$ cat config.mk
export PLATFORM = sky130hd
export DESIGN_NAME = multi_mode_freq_sweeper
export DESIGN_NICKNAME = d
export VERILOG_FILES = /design/src/rtl/multi_mode_freq_sweeper.sv
export SDC_FILE = /design/constraint.sdc
export NUM_CORES = 1
export LEC_CHECK = 0
export ABC_CLOCK_PERIOD_IN_PS = 14500
export CAP_MARGIN = 30
export CORE_MARGIN = 1.5
export CORE_UTILIZATION = 40
export DETAILED_ROUTE_END_ITERATION = 7
export GPL_TIMING_DRIVEN = 0
export PLACE_DENSITY_LB_ADDON = 0.1
export SLEW_MARGIN = 10
export SYNTH_ARGS = -nofsm -noshare
export SYNTH_HDL_FRONTEND = slang
export SYNTH_SLANG_ARGS = --single-unit
$ cat constraint.sdc
create_clock -name clk -period 14.5 [get_ports clk]
set_clock_uncertainty 0.05 [all_clocks]
set_input_delay 3.625 -clock clk [delete_from_list [all_inputs] [get_ports clk]]
set_output_delay 3.625 -clock clk [all_outputs]
set_load 0.02 [all_outputs]
$ cat src/rtl/multi_mode_freq_sweeper.sv
// Multi-mode DDS frequency controller: up sweep, up-down (triangle) sweep,
// or PLL lock/track with shift-based PI gains, integrator clamp and lock flag.
// Instructions arrive over a valid/ready handshake; abort returns to IDLE.
module multi_mode_freq_sweeper #(
  parameter  int FREQ_W       = 32,
  parameter  int CYC_W        = 16,
  parameter  int STEP_W       = 12,
  parameter  int PHASE_W      = 16,
  parameter  int KP_SHIFT     = 13,
  parameter  int KI_SHIFT     = 12,
  parameter  int INT_LIMIT    = 268435456,
  parameter  int LOCK_CYCLES  = 1024,
  parameter  int TRACK_PERIOD = 16,
  parameter  int LOCK_TOL     = 64,
  localparam int INSTR_W      = 2 + STEP_W + CYC_W + 2 * FREQ_W
) (
  input  logic                      clk,
  input  logic                      reset,
  input  logic [INSTR_W-1:0]        instr_data,
  input  logic                      instr_valid,
  output logic                      instr_ready,
  input  logic                      abort,
  input  logic signed [PHASE_W-1:0] phase_error,
  output logic [FREQ_W-1:0]         dds_freq,
  output logic                      sweep_start,
  output logic                      sweep_done,
  output logic                      pll_enable,
  output logic                      pll_locked,
  output logic                      busy,
  output logic                      cmd_error,
  output logic                      aborted
);

  // Integrator and sign-extended error are kept two bits wider than the
  // tuning word so the sum cannot wrap before the clamp is applied.
  localparam int IW = FREQ_W + 2;
  localparam logic signed [IW-1:0] LIM_POS = IW'(INT_LIMIT);
  localparam logic signed [IW-1:0] LIM_NEG = -LIM_POS;
  localparam logic signed [IW-1:0] TOL     = IW'(LOCK_TOL);

  typedef enum logic [1:0] {IDLE, SWEEP, PLL_LOCK, PLL_TRACK} state_t;

  state_t                  state_q, state_d;
  logic [FREQ_W-1:0]       dds_q, dds_d, init_q, init_d, step_q, step_d;
  logic [STEP_W-1:0]       nsteps_q, nsteps_d, k_q, k_d;
  logic [CYC_W-1:0]        dwell_q, dwell_d, cnt_q, cnt_d;
  logic                    down_q, down_d, updown_q, updown_d;
  logic [31:0]             timer_q, timer_d;
  logic signed [IW-1:0]    integ_q, integ_d;
  logic [2:0]              lcnt_q, lcnt_d;
  logic                    locked_q, locked_d, start_q, start_d, done_q, done_d;
  logic                    cerr_q, cerr_d, abt_q, abt_d, busy_q, busy_d, pen_q, pen_d;

  logic                    accept;
  logic [1:0]              f_mode;
  logic [STEP_W-1:0]       f_nsteps;
  logic [CYC_W-1:0]        f_cyc;
  logic [FREQ_W-1:0]       f_init, f_step, e_w, kp_term, pll_freq;
  logic signed [IW-1:0]    e_ext, e_abs, integ_sum, integ_sat;
  logic                    e_small;

  assign instr_ready = (state_q == IDLE) && !abort;
  assign accept      = instr_valid && instr_ready;

  assign f_mode   = instr_data[INSTR_W-1 -: 2];
  assign f_nsteps = instr_data[INSTR_W-3 -: STEP_W];
  assign f_cyc    = instr_data[2*FREQ_W+CYC_W-1 -: CYC_W];
  assign f_init   = instr_data[2*FREQ_W-1 -: FREQ_W];
  assign f_step   = instr_data[FREQ_W-1:0];

  // PI datapath: sign extension, integrator clamp, new tuning word, lock test.
  always_comb begin
    e_ext     = {{(IW-PHASE_W){phase_error[PHASE_W-1]}}, phase_error};
    e_w       = e_ext[FREQ_W-1:0];
    kp_term   = e_w << KP_SHIFT;
    integ_sum = integ_q + (e_ext <<< KI_SHIFT);
    if (integ_sum > LIM_POS) begin
      integ_sat = LIM_POS;
    end else if (integ_sum < LIM_NEG) begin
      integ_sat = LIM_NEG;
    end else begin
      integ_sat = integ_sum;
    end
    pll_freq = init_q + kp_term + integ_sat[FREQ_W-1:0];
    e_abs    = e_ext[IW-1] ? -e_ext : e_ext;
    e_small  = (e_abs <= TOL);
  end

  // Next-state and output decode for all modes; abort overrides any activity.
  always_comb begin
    state_d  = state_q;   dds_d    = dds_q;    init_d  = init_q;  step_d = step_q;
    nsteps_d = nsteps_q;  k_d      = k_q;      dwell_d = dwell_q; cnt_d  = cnt_q;
    down_d   = down_q;    updown_d = updown_q; timer_d = timer_q; integ_d = integ_q;
    lcnt_d   = lcnt_q;    locked_d = locked_q;
    start_d  = 1'b0;      done_d   = 1'b0;     cerr_d  = 1'b0;    abt_d  = 1'b0;
    if ((state_q != IDLE) && abort) begin
      state_d  = IDLE;
      abt_d    = 1'b1;
      integ_d  = {IW{1'b0}};
      lcnt_d   = 3'd0;
      locked_d = 1'b0;
    end else begin
      case (state_q)
        IDLE: begin
          if (accept) begin
            case (f_mode)
              2'b00, 2'b01: begin
                state_d  = SWEEP;
                dds_d    = f_init;
                step_d   = f_step;
                nsteps_d = f_nsteps;
                dwell_d  = (f_cyc == {CYC_W{1'b0}}) ? {{(CYC_W-1){1'b0}}, 1'b1} : f_cyc;
                cnt_d    = {CYC_W{1'b0}};
                k_d      = {STEP_W{1'b0}};
                down_d   = 1'b0;
                updown_d = f_mode[0];
                start_d  = 1'b1;
              end
              2'b10: begin
                state_d  = PLL_LOCK;
                dds_d    = f_init;
                init_d   = f_init;
                timer_d  = 32'd0;
                integ_d  = {IW{1'b0}};
                lcnt_d   = 3'd0;
                locked_d = 1'b0;
              end
              default: cerr_d = 1'b1;
            endcase
          end else begin
            state_d = IDLE;
          end
        end
        SWEEP: begin
          if (cnt_q != dwell_q - {{(CYC_W-1){1'b0}}, 1'b1}) begin
            cnt_d = cnt_q + {{(CYC_W-1){1'b0}}, 1'b1};
          end else if (!down_q) begin
            if (k_q != nsteps_q) begin
              k_d   = k_q + {{(STEP_W-1){1'b0}}, 1'b1};
              dds_d = dds_q + step_q;
              cnt_d = {CYC_W{1'b0}};
            end else if (updown_q && (nsteps_q != {STEP_W{1'b0}})) begin
              down_d = 1'b1;
              k_d    = k_q - {{(STEP_W-1){1'b0}}, 1'b1};
              dds_d  = dds_q - step_q;
              cnt_d  = {CYC_W{1'b0}};
            end else begin
              state_d = IDLE;
              done_d  = 1'b1;
            end
          end else begin
            if (k_q != {STEP_W{1'b0}}) begin
              k_d   = k_q - {{(STEP_W-1){1'b0}}, 1'b1};
              dds_d = dds_q - step_q;
              cnt_d = {CYC_W{1'b0}};
            end else begin
              state_d = IDLE;
              done_d  = 1'b1;
            end
          end
        end
        PLL_LOCK: begin
          if (timer_q == 32'(LOCK_CYCLES - 1)) begin
            state_d = PLL_TRACK;
            timer_d = 32'd0;
          end else begin
            timer_d = timer_q + 32'd1;
          end
        end
        PLL_TRACK: begin
          if (timer_q == 32'(TRACK_PERIOD - 1)) begin
            timer_d = 32'd0;
            integ_d = integ_sat;
            dds_d   = pll_freq;
            if (e_small) begin
              lcnt_d = (lcnt_q == 3'd7) ? 3'd7 : lcnt_q + 3'd1;
            end else begin
              lcnt_d = 3'd0;
            end
            locked_d = e_small && (lcnt_q >= 3'd6);
          end else begin
            timer_d = timer_q + 32'd1;
          end
        end
        default: state_d = IDLE;
      endcase
    end
    busy_d = (state_d != IDLE);
    pen_d  = (state_d == PLL_LOCK) || (state_d == PLL_TRACK);
  end

  // State and output registers with asynchronous active-high reset.
  always_ff @(posedge clk or posedge reset) begin
    if (reset) begin
      state_q  <= IDLE;               dds_q    <= {FREQ_W{1'b0}};
      init_q   <= {FREQ_W{1'b0}};     step_q   <= {FREQ_W{1'b0}};
      nsteps_q <= {STEP_W{1'b0}};     k_q      <= {STEP_W{1'b0}};
      dwell_q  <= {CYC_W{1'b0}};      cnt_q    <= {CYC_W{1'b0}};
      down_q   <= 1'b0;               updown_q <= 1'b0;
      timer_q  <= 32'd0;              integ_q  <= {IW{1'b0}};
      lcnt_q   <= 3'd0;               locked_q <= 1'b0;
      start_q  <= 1'b0;               done_q   <= 1'b0;
      cerr_q   <= 1'b0;               abt_q    <= 1'b0;
      busy_q   <= 1'b0;               pen_q    <= 1'b0;
    end else begin
      state_q  <= state_d;            dds_q    <= dds_d;
      init_q   <= init_d;             step_q   <= step_d;
      nsteps_q <= nsteps_d;           k_q      <= k_d;
      dwell_q  <= dwell_d;            cnt_q    <= cnt_d;
      down_q   <= down_d;             updown_q <= updown_d;
      timer_q  <= timer_d;            integ_q  <= integ_d;
      lcnt_q   <= lcnt_d;             locked_q <= locked_d;
      start_q  <= start_d;            done_q   <= done_d;
      cerr_q   <= cerr_d;             abt_q    <= abt_d;
      busy_q   <= busy_d;             pen_q    <= pen_d;
    end
  end

  assign dds_freq    = dds_q;
  assign sweep_start = start_q;
  assign sweep_done  = done_q;
  assign pll_enable  = pen_q;
  assign pll_locked  = locked_q;
  assign busy        = busy_q;
  assign cmd_error   = cerr_q;
  assign aborted     = abt_q;

endmodule
==> results.py <==
metrics = {
    "layout": {
        "multi_input_area_um2": 11400,
        "antennaDiodeCount": 0,
        "nFillCells": 4383,
        "nets": 2614,
        "fin_area_um2": 21400,
        "final-seq-area_um2": 5810,
        "final_cells": 2958,
        "area_growth_pct": 19.0,
        "drive_gt1_frac": 0.0528,
        "fin_util": 0.483,
    },
    "sta": {
        "setup_slack_ns": 2.47,
        "setup_viol": 0,
        "finalSetupTns_ns": 0,
        "post-route-period-util": 0.830,
        "hold_viol_final": 0,
        "min_period_ns": 12.03,
        "rsz0062_at_grt": "false",
        "tightest_slew_ns": 1.06,
        "max-slew-margin-rel": 0.285,
        "slew_viol_final": 0,
        "max_freq_ghz": 0.0831,
        "hold_slack_ns": 0.443,
    },
    "clocking": {
        "root_buffer": "clkbuf_16",
        "clock_sinks": 232,
        "cts_setup_buffers": 0,
        "tritoncts": "built",
        "post_cts_resized": 0,
        "cts_buffers": 29,
        "htreeDepth": 1,
        "clk_path_buf_depth": 3,
        "clk_pin_slew_ns": 0.06,
        "clk_latency_ns": 0.60,
        "cts_hold_buf": 0,
    },
    "place": {
        "gp_congestion": 0.936,
        "dp.cells": 2904,
        "dp_slack_ns": 1.97,
        "postPlaceCellArea_um2": 20400,
        "dp_hpwl_um": 47900,
        "port_buffers": 153,
    },
    "synth": {
        "syn_inst": 2153,
        "syn-num-nets": 2424,
        "synth_cell_types": 79,
        "async_reset_ff_frac": 1.00,
        "synth_seq_cells": 232,
        "synth_warnings": 0,
        "ys.flop_type": "dfrtp_1",
        "synth.avg_cell_area_um2": 8.36,
        "synth_edf_count": 0,
        "seq_area_frac_synth": 0.323,
        "netlist_area_um2": 18000,
    },
    "job": {
        "cap_viol_max_count": 0,
    },
    "grt": {
        "overflow": 0,
        "antenna_found_initial": 0,
        "grt_max_degree": 88,
        "grt_usage": 0.263,
        "grt_pass1_wl_um": 95900,
        "first_global_vias": 16800,
    },
    "critical_path": {
        "rr_worst_depth": 32,
        "slowest_delay_ns": 0.63,
        "startpoint_type": "input port",
        "cp_data_required_time_ns": 14.90,
        "path_class": "in2reg",
        "ff2ff_setup_slack_ns": 5.83,
        "cp-end-kind": "flip-flop",
        "worstPathMaxFanout": 10,
        "crit_arrival_ns": 12.43,
        "cp_slowest_cell": "o41ai_1",
        "cpMostUsedCell": "ha_1",
    },
    "die": {
        "start_util": 0.406,
        "die_h_um": 215,
        "core_um2": 44300,
        "die-area_um2": 46300,
        "io_pins": 154,
        "num_rows": 77,
        "die_w_um": 215,
    },
    "power_and_ir_drop": {
        "p_total_mw": 2.74,
        "power_density_nw_per_um2": 128,
        "peakVddDrop_mv": 0.0988,
        "leakage_nw": 9.42,
    },
    "routing": {
        "routed_via_density": 5.63,
        "wl_met1_um": 27400,
        "ant_nets": 0,
        "via_count": 16700,
        "first_pass_iters": 6,
        "drc": 0,
        "maxUsedRoutingLayer": "met4",
        "wl_um": 61200,
        "avgRoutedWirePerCell_um": 20.7,
        "wl_met2_um": 29300,
        "met3_wirelength_um": 2280,
        "drt_iter0_markers": 1133,
    },
    "hold_path": {
        "holdPathStages": 2,
        "min_path_type": "reg2reg",
    },
    "outcome": {
        "status": "complete, no violations",
    },
}
-- flip-flops by register name, indices dropped and copies added, names as in the netlist, 2 cells and up --
name,flops
integ_q,34
dds_freq,32
init_q,32
step_q,32
timer_q,32
cnt_q,16
dwell_q,16
k_q,12
nsteps_q,12
lcnt_q,3
state_q,2
-- area by class of cell --
class	instances	share of cell area
flip-flops and latches	232	0.271
clock inverters	17	0.0113
repair buffers	159	0.0755
inverters	113	0.0202
multi-input cells	1711	0.531
well taps	592	0.0346
plain buffers	97	0.0184
clock buffers	37	0.0376
-- power breakdown --
group	switching, mW	leakage, nW	internal [mW]
combinational	0.652	5.88	0.456
sequential	0.0904	3.02	0.728
clock	0.325	0.517	0.484
-- Yosys cell counts, drive strengths merged, types with 27 or more instances --
library cell / instances / area, um^2
and2: 37 / 231
a21oi: 137 / 686
nand3: 56 / 280
nor2: 176 / 661
a21o: 31 / 233
nor2b: 27 / 169
dfrtp: 232 / 5810
mux2: 32 / 360
nor4: 37 / 268
inv: 113 / 424
nor3: 49 / 245
clkbuf: 77 / 290
nand2: 266 / 998
o21ai: 175 / 876
ha: 135 / 1690
xnor2: 63 / 552
xor2: 65 / 569
-- layout by cell type (no fill, tap or decap), drive strengths merged, types with 10 or more instances in the layout --
cell           instances
a211o                 10
a211oi                18
a21o                  31
a21oi                137
a22o                  10
a31oi                 23
and2                  37
and3                  26
buf                   26
clkbuf               114
clkdlybuf4s50        153
clkinv                10
dfrtp                232
fa                    22
ha                   135
inv                  114
mux2                  32
mux2i                 22
nand2                266
nand2b                23
nand3                 56
nand4                 23
nor2                 176
nor2b                 27
nor3                  49
nor4                  37
o211ai                17
o21a                  20
o21ai                175
o21bai                18
o22ai                 11
o31a                  11
o31ai                 21
or3                   25
or4                   14
xnor2                 63
xor2                  65
-- worst paths after layout --
path | startpoint | end
worst max-delay path | phase_error[0] | dds_freq[31]
worst min-delay path | pll_locked | pll_locked
worst max register to register | integ_q[12] | dds_freq[31]
worst min register to register | pll_locked | pll_locked
max in group asynchronous | reset | init_q[9]
min in group asynchronous | reset | nsteps_q[10]
-- worst max-delay path: cells and delay by family --
family                   cells  cell delay, ns
AO/OA/AOI/OAI               11            3.62
XOR/XNOR                     2            0.35
adder cells (fa/ha/maj)      6            1.73
buffers and inverters        4            1.24
AND/OR/NAND/NOR             10            1.84
-- kinds of logic after synthesis --
family / after synthesis / share of synthesized area
and+or+nand+nor: 785 / 0.209
AOI/OAI and AO/OA: 587 / 0.210
muxes: 54 / 0.0323
buffers and inverters: 210 / 0.0455
DFF: 232 / 0.323
xor gates and xnor gates: 128 / 0.0623
adders and majority gates: 157 / 0.118
-- per-layer routing --
layer,global-route usage,vias up
met5,0,-
met4,0.0921,0
met3,0.0309,114
met2,0.453,408
met1,0.339,8053
li1,-,8091
Power figures use the tool's default switching activity.
